$ cat src/rtl/clk_div_pkg.sv
// Shared types and defaults for the multi-channel clock downsampler.
// Per-channel state is stored at a fixed maximum divisor width; narrower builds zero the upper bits.
package clk_div_pkg;

   localparam int width_d    = 4;
   localparam int channels_d = 4;
   localparam int div_max_w  = 16;

   typedef struct packed {
      logic [div_max_w-1:0] div;
      logic [div_max_w-1:0] shadow;
      logic [div_max_w-1:0] cnt;
      logic                 clk_r;
      logic                 pending;
   } chan_state_t;

   // Channel-select width; never zero so a single-channel build still has a select port.
   function automatic int ch_w(input int n);
      return (n > 1) ? $clog2(n) : 1;
   endfunction

endpackage

$ cat src/rtl/clk_div_chan.sv
// One divided-clock channel: counter, shadow divisor, and the apply-at-period-end rule.
// Latency: a new divisor lands at the next 1->0 output toggle (immediately when stopped); write is 1 cycle.
// Backpressure: the parent must only assert wr_i while pending_o is low. Optional CLK_DIV_PHASE_ALIGN_EN adds sync_i.
module clk_div_chan
   import clk_div_pkg::*;
#(
   parameter int width_p = width_d
) (
   input  logic               clk_i,
   input  logic               reset_n_i,
   input  logic               en_i,
   input  logic               wr_i,
   input  logic [width_p-1:0] wr_div_i,
`ifdef CLK_DIV_PHASE_ALIGN_EN
   input  logic               sync_i,
`endif
   output logic               clk_r_o,
   output logic               tick_o,
   output logic               pending_o
);

   chan_state_t          st;
   logic                 tick_r;
   logic [div_max_w-1:0] wr_div_ext;
   logic                 sync_hit;
   logic                 running;
   logic                 at_end;

   always_comb begin
      wr_div_ext                = '0;
      wr_div_ext[width_p-1:0]   = wr_div_i;
   end

`ifdef CLK_DIV_PHASE_ALIGN_EN
   assign sync_hit = sync_i & en_i;
`else
   assign sync_hit = 1'b0;
`endif

   // A disabled channel keeps running until its high phase is finished.
   assign running = en_i | st.clk_r;
   assign at_end  = (st.cnt == st.div);

   always_ff @(posedge clk_i or negedge reset_n_i) begin
      if (!reset_n_i) begin
         st     <= '0;
         tick_r <= 1'b0;
      end else begin
         tick_r <= 1'b0;
         if (wr_i) begin
            st.shadow  <= wr_div_ext;
            st.pending <= 1'b1;
         end
         if (sync_hit) begin
            st.cnt   <= '0;
            st.clk_r <= 1'b0;
            if (st.pending) begin
               st.div     <= st.shadow;
               st.pending <= 1'b0;
            end
         end else if (running) begin
            if (at_end) begin
               st.cnt   <= '0;
               st.clk_r <= ~st.clk_r;
               tick_r   <= ~st.clk_r;
               // Falling toggle closes a full period, the only safe point to swap divisors.
               if (st.clk_r && st.pending) begin
                  st.div     <= st.shadow;
                  st.pending <= 1'b0;
               end
            end else begin
               st.cnt <= st.cnt + div_max_w'(1);
            end
         end else begin
            st.cnt <= '0;
            if (st.pending) begin
               st.div     <= st.shadow;
               st.pending <= 1'b0;
            end
         end
      end
   end

   assign clk_r_o   = st.clk_r;
   assign tick_o    = tick_r;
   assign pending_o = st.pending;

endmodule

$ cat src/rtl/clk_div_multi.sv
// Multi-channel programmable clock downsampler with glitch-free runtime divisor updates.
// Latency: outputs registered; config write takes 1 cycle, divisor applies at the end of the current period.
// Backpressure: cfg_ready_o drops while the addressed channel holds a pending divisor. CLK_DIV_PHASE_ALIGN_EN adds sync_i.
module clk_div_multi
   import clk_div_pkg::*;
#(
   parameter int width_p    = width_d,
   parameter int channels_p = channels_d
) (
   input  logic                          clk_i,
   input  logic                          reset_n_i,
   input  logic [channels_p-1:0]         en_i,
   input  logic                          cfg_v_i,
   input  logic [ch_w(channels_p)-1:0]   cfg_ch_i,
   input  logic [width_p-1:0]            cfg_div_i,
`ifdef CLK_DIV_PHASE_ALIGN_EN
   input  logic                          sync_i,
`endif
   output logic                          cfg_ready_o,
   output logic [channels_p-1:0]         clk_r_o,
   output logic [channels_p-1:0]         tick_o,
   output logic [channels_p-1:0]         pending_o
);

   localparam int ch_w_lp     = ch_w(channels_p);
   localparam int ch_slots_lp = 1 << ch_w_lp;

   // Unpopulated select codes read as never-pending, so writes to them are accepted and dropped.
   logic [ch_slots_lp-1:0] pend_slots;
   logic                   cfg_acc;

   always_comb begin
      pend_slots                   = '0;
      pend_slots[channels_p-1:0]   = pending_o;
   end

   assign cfg_ready_o = ~pend_slots[cfg_ch_i];
   assign cfg_acc     = cfg_v_i & cfg_ready_o;

   for (genvar c = 0; c < channels_p; c++) begin : g_chan
      logic wr;
      assign wr = cfg_acc & (cfg_ch_i == ch_w_lp'(c));

      clk_div_chan #(
         .width_p (width_p)
      ) u_chan (
         .clk_i     (clk_i),
         .reset_n_i (reset_n_i),
         .en_i      (en_i[c]),
         .wr_i      (wr),
         .wr_div_i  (cfg_div_i),
`ifdef CLK_DIV_PHASE_ALIGN_EN
         .sync_i    (sync_i),
`endif
         .clk_r_o   (clk_r_o[c]),
         .tick_o    (tick_o[c]),
         .pending_o (pending_o[c])
      );
   end

endmodule
$ cat config.mk
export PLATFORM = sky130hd
export DESIGN_NAME = clk_div_multi
export DESIGN_NICKNAME = d
export VERILOG_FILES = /design/src/rtl/clk_div_pkg.sv /design/src/rtl/clk_div_chan.sv /design/src/rtl/clk_div_multi.sv
export SDC_FILE = /design/constraint.sdc
export NUM_CORES = 1
export LEC_CHECK = 0
export CAP_MARGIN = 40
export CORE_ASPECT_RATIO = 0.6
export CORE_UTILIZATION = 45
export CTS_BUF_LIST = sky130_fd_sc_hd__clkbuf_2
export CTS_CLUSTER_SIZE = 25
export DETAILED_ROUTE_END_ITERATION = 16
export DONT_BUFFER_PORTS = 1
export PLACE_DENSITY = 0.72
export RECOVER_POWER = 50
export SLEW_MARGIN = 20
export SYNTH_ARGS = -nofsm -noshare
export SYNTH_HDL_FRONTEND = slang
export SYNTH_HIERARCHICAL = 1
export SYNTH_SLANG_ARGS = --single-unit
$ cat constraint.sdc
create_clock -name clk_i -period 4.64 [get_ports clk_i]
set_clock_uncertainty 0.1 [all_clocks]
set_input_delay 0.696 -clock clk_i [delete_from_list [all_inputs] [get_ports clk_i]]
set_output_delay 0.696 -clock clk_i [all_outputs]
set_load 0.005 [all_outputs]
-- Word level (Yosys, flattened, before mapping)
Index checks and enable logic that the tools add are counted.
- eq/ne operators: 15
- $add $sub $neg: 4
- divide/modulo/power cells: 0
- shift operators: 0
- mux-type cells: 54
- bitwise gates (word level): 14
- reduce and logical (&&, ||, !) cells: 17
- multiply operators: 0
- order comparisons: 1
- operators with widths (operator ; count):
    2-to-1 mux 16 bit ; 24
    adder 16 x 1 -> 16 bit, second input constant ; 4
    == test 16 bit ; 4
    2-to-1 mux 1 bit ; 29
    inequality test 2 bit, second input constant ; 8
    AND reduction 3 bit ; 4
    AND reduction 2 bit ; 4
    nonzero test 2 bit ; 4
    AND 1 bit ; 5
    inverter 1 bit ; 5
    == test 2 bit, second input constant ; 2
    logical AND 1 bit ; 4
    OR 1 bit ; 4
    < comparator 2 x 3 -> 1 bit, second input constant ; 1
    binary-select mux 1 bit (select 2 bit) ; 1
    == test 2 x 1 -> 1 bit, second input constant ; 1
    logical NOT 2 bit ; 1
- output and inout port bits: 13
- register bits after elaboration: 156
- bits in writable memories: 0
- memories kept: 0
- bits in read-only memories: 0
- bits in latches: 0

-- Longest topological paths before layout
- depth in word-level cells: 9
- gate-level depth with buffers: 5
- gate-level depth less buffers: 5

-- Hierarchy
The synthesis kept the hierarchy.
- by module, submodules not included (module ; seq. area each (µm²) ; times used ; cells an instance ; area an instance (µm²)):
    clk_div_chan ; 675.6 ; 4 ; 117 ; 1288.7
    clk_div_multi ; 0.0 ; 1 ; 7 ; 63.8

-- Least setup slack after synthesis
OpenSTA, ideal clock, no wires.
- kind: reg2reg
- start point: register g_chan[0].u_chan/st[8] (netlist name)
- end point: register g_chan[0].u_chan/st[10] (netlist name)
- clock period less this slack: 2.085 ns
- path slack: 2.555 ns
- required time: 4.421 ns
- stages on the path, launching flop included: 6
- arrival: 1.867 ns
- library setup time: 0.119 ns
- cells stage by stage: dfrtp_1 > or4_4 > or4_4 > o21ai_4 > buf_6 > nor2_1
- cells in the longest elaborated chain, start to end: 3
- RTL lines (item ; RTL line ; RTL):
    from (decl) ; clk_div_chan.sv:22 ; chan_state_t st;
    adder 16 x 1 -> 16 bit / == test 16 bit (equally long branches) ; clk_div_chan.sv:72, clk_div_chan.sv:42 ;
    2-to-1 mux 16 bit * ; clk_div_chan.sv:62 ; if (at_end) begin
    2-to-1 mux 16 bit * ; clk_div_chan.sv:61 ; end else if (running) begin
Mark *: on every way between the ends. The rest lies on a longest branch, timed or not.
A chain may end at the register's enable or synchronous reset.

==> impl_metrics.yaml <==
clocking:
  cts_buffers: 9
  cts_root_buf: "clkbuf_2"
  clk_latency_ps: 600
  htreeDepth: 3
  cts_tree: "built"
  clk_pin_slew_ps: 280
  cts_max_path_buffers: 2
  cts_sinks: 108
  post_cts_buffers: 0
drt:
  drtPass1Iterations: 4
  vias: 3639
  drt_wl_total_mm: 10.3
  drtIter0Drc: 235
  drc: 0
  avgRoutedWirePerCell_um: 15.8
  postRouteAntennaNets: 0
  via_per_inst: 5.60
synthesis:
  synth_edf_count: 0
  synth_cell_types: 29
  yosysMostFrequentCell: "dfrtp_1"
  synth_area_leader_cell: "dfrtp_1"
  syn-num-nets: 492
  synth_area_leaders: "dfrtp_1 52%, mux2_2 7.8%, xnor2_1 6.7%"
  syn-cell-area_um2: 5220
  synth_area_per_cell_um2: 11.0
  synth_top_area_share_pct: 51.8
  ys_seq_area_share_pct: 51.8
  ys_seq_elements: 108
  synth_common_cells: "108 x dfrtp_1, 64 x nor2_1, 40 x xnor2_1, 36 x mux2_2, 28 x xor2_1"
  ys.flop_type: "dfrtp_1"
  yosys_warnings: 6
  async_flop_share_pct: 100
  syn_inst: 475
timing:
  period_share_pct: 65.5
  whs_ps: 85.1
  slew_violations: 109
  worst_slew_pin_slew_ps: 2580
  maxSlewHeadroom_pct: -71.7
  final-hold-violation-count: 0
  finalSetupTns_ps: 0
  setup_viol: 0
  max_freq_mhz: 329
  fin_crit_ps: 3040
  rsz0062_at_grt: "false"
floorplanning:
  top_level_ports: 26
  core.rowCount: 30
  die_h_um: 85.4
  start_util_pct: 46.2
  coreArea_um2: 11300
  dieArea_um2: 12000
  die_x_um: 141
worst_setup_path:
  crit_path_cell_trace: "dlygate4sd3_1 > clkbuf_2"
  start_kind: "input pin"
  cp_max_fo: 108
  max_stage_delay_ps: 1830
  crit_family: "buffers and inverters"
  critPathRequiredTime_ps: 4740
  reg2reg_from: "g_chan[0].u_chan/st[11]"
  critPathKind: "in2async"
  cp_slowest_cell: "clkbuf_2"
  crit_buf_inv: 2
  worst-r2r-setup-slack_ps: 2300
  crit_path_start: "reset_n_i"
  critPathCaptureType: "asynchronous set/reset pin"
  arrival_ps: 3150
grt:
  first_global_vias: 3421
  track_usage_pct: 18.3
  grt-ovfl-total: 0
  grt_pass1_wl_mm: 17.3
  antenna_found_initial: 0
  grt_start_max_net_pins: 109
power:
  p_leak_nw: 2.31
  ir_drop_uv: 152
  p_per_area_nw_per_um2: 468
place:
  place.port_buffers: 0
  dp_hpwl_mm: 7.23
  gp_congestion: 0.846
  placed_area_um2: 5380
  place_inst: 632
final_layout:
  nNetsFinal: 502
  n_fill_cell: 1019
  antennaDiodeCount: 0
  multi_input_area_um2: 2440
  stdcell_area_um2: 5500
  area_delta_synth_final_pct: 5.37
  drive_above_1_share_pct: 14.7
  finalCoreUtilization_pct: 48.7
  final_cells: 650
  ff_latch_area_um2: 2700
run_status:
  status: "finished, violations left"
  violations: "capacitance limit, slew limit"
worst_hold_path:
  hold_path.class: "in2reg"
  hold_start: "en_i[2]"
run:
  drv_cap: 1
## registers in the layout, summed over array words and instances, names as in the netlist
signal and flops:
g_chan.u_chan/clk_r_o 4, g_chan.u_chan/pending_o 4, g_chan.u_chan/st 96, g_chan.u_chan/tick_o 4
## layer usage
layer | part of all wire (%) | vias up | routed length [µm] | global-route usage, %
met5 | 0 | - | 0 | 0
li1 | - | 1726 | - | -
met2 | 43 | 85 | 4430 | 26.8
met4 | 0.90 | 0 | 92 | 4.94
met3 | 5.2 | 9 | 539 | 5.25
met1 | 51 | 1819 | 5220 | 26.6
## logic make-up (layout without fill, tap and decap cells)
family | after synthesis | after routing | share of synthesized area [%]
AOI/OAI and AO/OA | 28 | 28 | 4.03
buffers and inverters | 13 | 28 | 1.51
muxes | 37 | 37 | 8.20
and+or+nand+nor | 217 | 217 | 22.1
DFF | 108 | 108 | 51.8
xor gates and xnor gates | 68 | 68 | 11.4
adders and majority gates | 4 | 4 | 0.959
## area by class of cell
class | count | share of cell area [%]
clock buffer | 11 | 1.00
clock inverter | 5 | 0.933
inverter | 9 | 0.614
multi-input combinational | 354 | 44.3
sequential | 108 | 49.1
tap | 160 | 3.64
timing repair buffer | 3 | 0.341
## final timing paths
check / endpoint / cells after the start
worst min-delay path: g_chan[2].u_chan/tick_o / 2
worst max-delay path: g_chan[0].u_chan/st[8] / 2
min in group asynchronous: g_chan[1].u_chan/st[13] / 2
worst max register to register: g_chan[0].u_chan/st[7] / 4
max in group clk_i: cfg_ready_o / 2
worst min register to register: g_chan[0].u_chan/st[34] / 1
## layout by cell type, fill, tap and decap left out, types with 8 or more instances in the layout
master / synthesis / final
nand3_1: 24 / 24
nor4_1: 24 / 24
nand4_1: 12 / 12
and3_1: 12 / 12
nor2_1: 64 / 64
xor2_1: 28 / 28
inv_1: 9 / 9
or4_1: 12 / 12
clkbuf_2: 0 / 12
or2_2: 8 / 8
nor3_1: 21 / 21
o21ai_0: 8 / 8
or4_4: 8 / 8
nand2_1: 21 / 21
dfrtp_1: 108 / 108
xnor2_1: 40 / 40
mux2_2: 36 / 36
## power by group
group          leakage, nW  switching (mW)  internal [mW]  total (mW)
clock network       0.0714           0.295          0.127       0.422
registers             1.42           0.220           1.14        1.36
logic                0.816           0.433          0.355       0.788
## timing repair
item / CTS / global route
hold buffers: 2 / 0
hold endpoints to repair: 108 / 0
gates resized for setup: 0 / 0
## per-stage QoR
step | power, mW | setup slack, ps
finish | 2.57 | 1600
global route | 2.75 | 1110
CTS | 2.60 | 2030
detailed placement | 2.15 | 2340
global placement | 2.11 | 2400
floorplan | 1.99 | 2550
No activity file was read; power rests on OpenSTA's default activity.
